**src/rtl/aes_pkg.sv**
```systemverilog
// aes_pkg: shared GF(2^8) arithmetic and engine state encoding for the AES column mixer.
package aes_pkg;

  // AES field polynomial x^8 + x^4 + x^3 + x + 1
  localparam logic [8:0] AES_POLY = 9'h11B;

  typedef enum logic [1:0] {
    ST_IDLE = 2'd0,
    ST_BUSY = 2'd1,
    ST_DONE = 2'd2
  } mc_state_t;

  // Multiply by x, folding the overflow bit back in with the field polynomial.
  function automatic logic [7:0] xtime(input logic [7:0] b);
    return {b[6:0], 1'b0} ^ (b[7] ? AES_POLY[7:0] : 8'h00);
  endfunction

  // Multiply by a small constant (the matrix only needs 1..0x0E) as a sum of x^k multiples.
  function automatic logic [7:0] gf_mul(input logic [7:0] a, input logic [3:0] k);
    logic [7:0] x2;
    logic [7:0] x4;
    logic [7:0] x8;
    x2 = xtime(a);
    x4 = xtime(x2);
    x8 = xtime(x4);
    return (k[0] ? a  : 8'h00) ^
           (k[1] ? x2 : 8'h00) ^
           (k[2] ? x4 : 8'h00) ^
           (k[3] ? x8 : 8'h00);
  endfunction

endpackage

```
**src/rtl/mix_column_word.sv**
```systemverilog
// mix_column_word: combinational MixColumns / InvMixColumns of one 32-bit column.
// Byte 0 (row 0) is the MSB byte. The inverse path exists only when
// MIX_COLUMNS_INV_EN is defined; otherwise inv is ignored.
module mix_column_word
  import aes_pkg::*;
(
  input  logic [31:0] col,
  input  logic        inv,
  output logic [31:0] result
);

  logic [7:0] a   [4];
  logic [7:0] fwd [4];

  assign a[0] = col[31:24];
  assign a[1] = col[23:16];
  assign a[2] = col[15:8];
  assign a[3] = col[7:0];

  // Each output row uses the base row {02 03 01 01} rotated right by the row number.
  for (genvar r = 0; r < 4; r++) begin : g_fwd
    assign fwd[r] = gf_mul(a[r], 4'h2) ^ gf_mul(a[(r+1)%4], 4'h3) ^
                    a[(r+2)%4] ^ a[(r+3)%4];
  end

`ifdef MIX_COLUMNS_INV_EN
  logic [7:0] bwd [4];

  // Inverse rows follow the same rotation with base {0E 0B 0D 09}.
  for (genvar r = 0; r < 4; r++) begin : g_inv
    assign bwd[r] = gf_mul(a[r], 4'hE) ^ gf_mul(a[(r+1)%4], 4'hB) ^
                    gf_mul(a[(r+2)%4], 4'hD) ^ gf_mul(a[(r+3)%4], 4'h9);
  end

  assign result = inv ? {bwd[0], bwd[1], bwd[2], bwd[3]}
                      : {fwd[0], fwd[1], fwd[2], fwd[3]};
`else
  logic unused_inv;
  assign unused_inv = inv;
  assign result = {fwd[0], fwd[1], fwd[2], fwd[3]};
`endif

endmodule

```
**src/rtl/mix_columns_engine.sv**
```systemverilog
// mix_columns_engine: iterative AES MixColumns over a 128-bit state,
// COLS_PER_CYCLE columns per clock, column 0 first, results written in place.
// Optional macro MIX_COLUMNS_INV_EN compiles in the inverse transform (in_inv).
module mix_columns_engine
  import aes_pkg::*;
#(
  parameter int COLS_PER_CYCLE = 1
) (
  input  logic         clk,
  input  logic         rst,
  input  logic         in_valid,
  output logic         in_ready,
  input  logic [127:0] in_data,
  input  logic         in_inv,
  output logic         out_valid,
  input  logic         out_ready,
  output logic [127:0] out_data
);

  localparam int         STEPS     = 4 / COLS_PER_CYCLE;
  localparam logic [1:0] LAST_STEP = 2'(STEPS - 1);

  mc_state_t   state;
  logic [1:0]  step;
  logic        inv_q;
  logic        mode_in;
  logic [31:0] cols_q  [4];
  logic [1:0]  col_idx [COLS_PER_CYCLE];
  logic [31:0] col_in  [COLS_PER_CYCLE];
  logic [31:0] col_out [COLS_PER_CYCLE];

`ifdef MIX_COLUMNS_INV_EN
  assign mode_in = in_inv;
`else
  logic unused_in_inv;
  assign unused_in_inv = in_inv;
  assign mode_in       = 1'b0;
`endif

  // Lane i of step s works on column s*COLS_PER_CYCLE + i.
  for (genvar i = 0; i < COLS_PER_CYCLE; i++) begin : g_lane
    assign col_idx[i] = 2'(int'(step) * COLS_PER_CYCLE + i);
    assign col_in[i]  = cols_q[col_idx[i]];

    mix_column_word u_word (
      .col    (col_in[i]),
      .inv    (inv_q),
      .result (col_out[i])
    );
  end

  // Handshake FSM: accept in IDLE, transform in BUSY, hold the result in DONE.
  always_ff @(posedge clk or posedge rst) begin
    if (rst) begin
      state <= ST_IDLE;
      step  <= '0;
      inv_q <= 1'b0;
      for (int k = 0; k < 4; k++) cols_q[k] <= '0;
    end else begin
      unique case (state)
        ST_IDLE: begin
          if (in_valid) begin
            for (int k = 0; k < 4; k++) cols_q[k] <= in_data[127-32*k -: 32];
            inv_q <= mode_in;
            step  <= '0;
            state <= ST_BUSY;
          end
        end
        ST_BUSY: begin
          for (int i = 0; i < COLS_PER_CYCLE; i++) cols_q[col_idx[i]] <= col_out[i];
          if (step == LAST_STEP) begin
            step  <= '0;
            state <= ST_DONE;
          end else begin
            step <= step + 2'd1;
          end
        end
        ST_DONE: begin
          if (out_ready) state <= ST_IDLE;
        end
        default: state <= ST_IDLE;
      endcase
    end
  end

  assign in_ready  = (state == ST_IDLE);
  assign out_valid = (state == ST_DONE);
  assign out_data  = {cols_q[0], cols_q[1], cols_q[2], cols_q[3]};

endmodule

```
**config.mk**
```make
export PLATFORM = sky130hd
export DESIGN_NAME = mix_columns_engine
export DESIGN_NICKNAME = d
export VERILOG_FILES = /design/src/rtl/aes_pkg.sv /design/src/rtl/mix_column_word.sv /design/src/rtl/mix_columns_engine.sv
export SDC_FILE = /design/constraint.sdc
export NUM_CORES = 1
export LEC_CHECK = 0
export ABC_AREA = 1
export CAP_MARGIN = 20
export CORE_ASPECT_RATIO = 1.1
export CORE_MARGIN = 4
export CORE_UTILIZATION = 46
export CTS_CLUSTER_DIAMETER = 80
export DETAILED_ROUTE_END_ITERATION = 16
export GPL_TIMING_DRIVEN = 0
export PLACE_DENSITY = 0.74
export SLEW_MARGIN = 30
export SYNTH_ARGS = -nofsm -noshare
export SYNTH_HDL_FRONTEND = slang
export SYNTH_SLANG_ARGS = --single-unit
```
**constraint.sdc**
```tcl
create_clock -name clk -period 7.6 [get_ports clk]
set_clock_uncertainty 0.15 [all_clocks]
set_input_delay 1.14 -clock clk [delete_from_list [all_inputs] [get_ports clk]]
set_output_delay 1.14 -clock clk [all_outputs]
set_load 0.03 [all_outputs]
```
## Word level (Yosys, flattened, before mapping)

Index checks and enable logic that the tools add are counted.

| storage, ports and cells | value |
|---|---|
| bits in registers | 132 |
| output and inout port bits | 130 |
| logic and storage cells | 60 |

| operators by class | value |
|---|---|
| $add $sub $neg | 1 |
| magnitude comparators | 2 |
| equal/unequal tests | 6 |
| multiplexer cells | 19 |
| bitwise gates (word level) | 21 |
| reduce and logical (&&, ||, !) cells | 5 |

Operator list:

| kind | count |
|---|---|
| 128-bit one-hot mux with 2 select lines | 1 |
| 8-bit XOR | 19 |
| 128-bit bitwise mux | 1 |
| 128-bit 2-to-1 mux | 1 |
| 32-bit 2-to-1 mux | 3 |
| 32-bit binary-select mux with 2-bit select | 1 |
| 32-bit demux with 2-bit select | 1 |
| 5-bit 2-to-1 mux | 4 |
| 2-bit 2-to-1 mux | 5 |
| 8-bit by 5-bit XOR with 8-bit output | 1 |
| 2-bit one-hot mux with 3 select lines | 1 |
| 2-bit equality test, second input constant | 2 |
| 2-bit inequality test, second input constant | 2 |
| 2-bit one-hot mux with 2 select lines | 1 |
| 3-bit greater-or-equal comparator, second input constant | 1 |
| 3-bit by 1-bit less-than comparator with 1-bit output, second input constant | 1 |
| 2-bit NOT with 3-bit output | 1 |
| 3-bit AND reduction | 1 |
| 2-bit by 1-bit adder with 2-bit output, second input constant | 1 |
| 2-bit by 1-bit equality test with 1-bit output, second input constant | 1 |
| 2-bit zero test | 1 |
| 2-bit by 1-bit inequality test with 1-bit output, second input constant | 1 |
| 2-bit AND reduction | 1 |
| 2-bit nonzero test | 1 |
| 1-bit logical AND | 1 |

## Longest topological paths before layout

| depth | value |
|---|---|
| word-level depth | 12 |
| depth in mapped cells | 16 |

## Modules after synthesis

A second synthesis with hierarchy kept.

| unflattened totals | value |
|---|---|
| cells, all modules | 1,941 |
| area total of the unflattened synthesis | 10,899.2 um2 |

By module, submodules not included:

| module | instances | cells each | area an instance (um2) |
|---|---|---|---|
| mix_columns_engine | 1 | 1,514 | 8,937.3 |
| mix_column_word | 1 | 427 | 1,961.9 |

## Least setup slack after synthesis

Ideal clock, no wire load.

| timing | value |
|---|---|
| kind | input -> register |
| from | input port in_valid |
| to | register cols_q (netlist bit out_data[19]) |
| library setup time | 122 ps |
| data arrival time | 1,983 ps |
| path slack | 5,344 ps |
| stages | 7 |
| buffers on the path | 1 |
| cells stage by stage | nand2_1 -> inv_1 -> nor2_1 -> inv_1 -> clkbuf_1 -> nor2_1 -> a21oi_1 |

| on the way | value |
|---|---|
| cells in the longest elaborated chain, start to end | 2 |

Ends and longest elaborated chain:

| item | RTL line | RTL |
|---|---|---|
| start, declared | mix_columns_engine.sv:11 | `input logic in_valid,` |
| 2-bit inequality test (no source line) | n/a |  |
| 2-bit AND reduction (no source line) | n/a |  |
| end, declared | mix_columns_engine.sv:27 | `logic [31:0] cols_q [4];` |

Every way passes these cells.
A chain may end at the register's enable or synchronous reset.

## Worst setup path after layout

| timing | value |
|---|---|
| from | register step[1] |
| to | register cols_q (netlist bit out_data[112]) |

| on the way | value |
|---|---|
| cells in the longest elaborated chain, start to end | 12 |

Ends and longest elaborated chain:

| item | RTL line | RTL |
|---|---|---|
| start, declared | mix_columns_engine.sv:24 | `logic [1:0] step;` |
| start signal, assigned | mix_columns_engine.sv:75 | `step <= step + 2'd1;` |
| 2-bit NOT with 3-bit output (implied by the code) (*) | mix_columns_engine.sv:43, mix_columns_engine.sv:70 |  |
| 32-bit binary-select mux with 2-bit select | mix_columns_engine.sv:43 | `assign col_in[i] = cols_q[col_idx[i]];` |
| 32-bit 2-to-1 mux (implied by the code) (2 in a row) | mix_columns_engine.sv:43 |  |
| 5-bit 2-to-1 mux | aes_pkg.sv:15 | `return {b[6:0], 1'b0} ^ (b[7] ? AES_POLY[7:0] : 8'h00);` |
| 8-bit XOR | aes_pkg.sv:15 |  |
| 8-bit XOR | aes_pkg.sv:26 | `return (k[0] ? a : 8'h00) ^` |
| 8-bit XOR (2 in a row) | mix_column_word.sv:22 | `assign fwd[r] = gf_mul(a[r], 4'h2) ^ gf_mul(a[(r+1)%4], 4'h3) ^` |
| 8-bit XOR | mix_column_word.sv:23 | `a[(r+2)%4] ^ a[(r+3)%4];` |
| 128-bit bitwise mux (*) | mix_columns_engine.sv:70 | `for (int i = 0; i < COLS_PER_CYCLE; i++) cols_q[col_idx[i]] <= col_out[i];` |
| 128-bit one-hot mux with 2 select lines (*) | mix_columns_engine.sv:60 | `unique case (state)` |

Mark *: on every way between the ends. The rest lies on a longest branch, timed or not. The select of a mux whose other input is x is not followed.

==> results.toml <==
[synth]
yosysMostFrequentCell = "nand2_1"
synth_cells = 1533
ys_top_cells_by_count = "606 x nand2_1, 256 x a21oi_1, 209 x nand3_1, 137 x nor2_1, 132 x dfrtp_1"
synth_seq_area_share_pct = 34.6
synth_fp_nets = 1670
synth_top_family_by_area = "simple AND/OR/NAND/NOR gates"
synth-async-reset-ratio_pct = 100
ys_seq_elements = 132
synth.distinct_cells = 23
synth_area_leaders = "dfrtp_1 35%, nand2_1 24%, a21oi_1 13%"
synth-compound-area-share_pct = 13.7
yosys_warnings = 0
synth_area_leader_cell = "dfrtp_1"
synth_edf_count = 0
synth_simple_gate_area_share_pct = 43.6
syn_area_per_cell_um2 = 6.22
syn_area_mm2 = 0.00954
synth-xor-area-share_pct = 0.643
synth_top_area_share_pct = 34.6
synth_ff_type = "dfrtp_1"
yosys-mux-area-fraction_pct = 0
synth_adder_area_share_pct = 0.525

[die]
die_h_um = 159
fp-row-count = 55
die_area_mm2 = 0.0231
coreArea_mm2 = 0.0205
io-pin-count = 263
die_w_um = 145
initial_utilization_pct = 46.5

[global_route]
grt_antenna_before_repair = 0
grt_pass1_wl_um = 71800
grt.overflow.total = 0
grt_max_degree = 78
grt_pass1_vias = 11900
grtUsageTotal_pct = 40.6

[worst_setup_path]
startpoint_type = "flop"
crit_fanout = 11
rr_worst_depth = 12
cp.arrival_ps = 3550
crit_type = "reg2reg"
slowest_delay_ps = 710
crit_chain = "buf_6 > inv_2 > buf_6 > buf_2 > ha_1 > nand2_1 > inv_1 > nor2_1 > inv_1 > clkbuf_1 > nor2_1 > a21oi_1"
r2r-end = "out_data[112]"
slowest_stage = "clkbuf_1"
end_kind = "flop"
regToRegSetupSlack_ps = 4250
cp.required_ps = 7810
reg2reg_from = "step[1]"

[clock_network]
cts_max_path_buffers = 2
htreeDepth = 4
cts_buffers = 17
cts_setup_buffers = 0
cts-root-buf = "clkbuf_16"
clock-sinks = 132
clkLatencyLatePin_ps = 450
tritoncts = "yes"
cts_resized = 0
clkTransAtPathRegs_ps = 70
ctsHoldBuffers = 0

[placed_design]
hpwl_um = 35700
gp_congestion = 1.05
io_buffers = 261

[detailed_routing]
drc = 0
drt-total-wl_um = 48700
drtPass1Iterations = 7
ant_nets = 0
drt_iter0_markers = 1774
dr_total_vias = 12700
wl_per_cell_um = 23.4
viasPerCell = 6.07

[layout]
drive_gt1_share_pct = 6.40
num-fill-cells = 1911
areaGrowthSynthToFinish_pct = 37.2
multi_input_area_mm2 = 0.00558
seq_area_mm2 = 0.00330
nets = 1951

[sta]
maxSlewHeadroom_pct = 23.6
period_needed_ps = 3350
fin_crit_sh_pct = 44.0
tightest_slew_ps = 1150
grt_setup_unrepaired = "false"
setup_viol = 0
slew_viol_final = 0
hold_viol = 0
fmax_mhz = 299
tns_ps = 0

[min_path]
min_path_type = "reg2reg"
min_path_cells = 1
min_from = "state[0]"
min_to = "state[1]"

[job]
cap_violations = 0

[status]
status = "finished, final reports clean"
-- stage by stage --
step | instances | setup WS, ps | utilization, % | hold WS, ps | cell area, µm²
final | 2084 | 4250 | 63.8 | 354 | 13100
after global routing | 2083 | 4190 | 63.8 | 396 | 13100
after global placement | 2050 | 722 | 60.8 | 337 | 12500
after CTS | 2083 | 4380 | 63.8 | 355 | 13100
after floorplan | 1533 | 2780 | - | 324 | 9540
after detailed placement | 2051 | 4230 | 61.0 | 355 | 12500
-- worst max path at each step --
stage | end | start | depth (start not counted) | slack [ps]
2_1_floorplan | out_data[0] | rst | 1 | 2780
3_5_place_dp | out_data[26] | in_valid | 8 | 4230
6_report | out_data[112] | step[1] | 12 | 4250
3_3_place_gp | state[1] | rst | 2 | 720
5_1_grt | out_data[81] | step[1] | 12 | 4190
4_1_cts | out_data[78] | step[1] | 12 | 4380
-- placed cells by master, fill, tap and decap left out, drive strengths merged --
| master | instances |
|---|---|
| nand2 | 640 |
| clkdlybuf4s50 | 261 |
| a21oi | 256 |
| nand3 | 213 |
| nor2 | 138 |
| dfrtp | 132 |
| inv | 64 |
| clkbuf | 53 |
| buf | 42 |
| xnor2 | 7 |
| nand3b | 6 |
| ha | 4 |
| nand4 | 3 |
| o21ai | 3 |
| clkinvlp | 2 |
| clkinv | 2 |
| diode | 1 |
| o31ai | 1 |
-- area by class of cell --
| class | count | share of cell area (%) |
|---|---|---|
| antenna | 1 | 0.0191 |
| buffer | 77 | 3.47 |
| clock buffer | 17 | 3.25 |
| clock inverter | 15 | 1.18 |
| inverter | 53 | 1.63 |
| multi-input combinational | 1271 | 42.6 |
| sequential | 132 | 25.2 |
| tap | 256 | 2.45 |
| timing repair buffer | 262 | 20.2 |
-- registers in the layout, indices dropped and copies added, names as in the netlist --
| register | flops |
|---|---|
| out_data | 128 |
| state | 2 |
| step | 2 |
-- metal layers --
| metal | up-vias | global-route usage (%) | part of all wire (%) |
|---|---|---|---|
| li1 | 5562 | - | - |
| met3 | 227 | 10.4 | 13 |
| met4 | 2 | 23.4 | 6.9 |
| met5 | - | 0 | 0.072 |
| met1 | 5840 | 51.6 | 37 |
| met2 | 1023 | 62.7 | 43 |
-- cell families after synthesis --
group | count (synthesis)
compound gates | 260
simple gates | 1000
fa+ha+maj | 4
xor+xnor | 7
buf+inv | 130
flops | 132
-- worst max-delay path: cells and delay by family, from the launching register on --
kind	cells	cell delay [ps]
compound gates	1	170
fa+ha+maj	1	210
flops	1	430
simple gates	3	320
buf+inv	7	1930
Power is left out: the tool's default activity adds up to more than one toggle a clock period on the data nets, which glitch-free logic cannot reach.
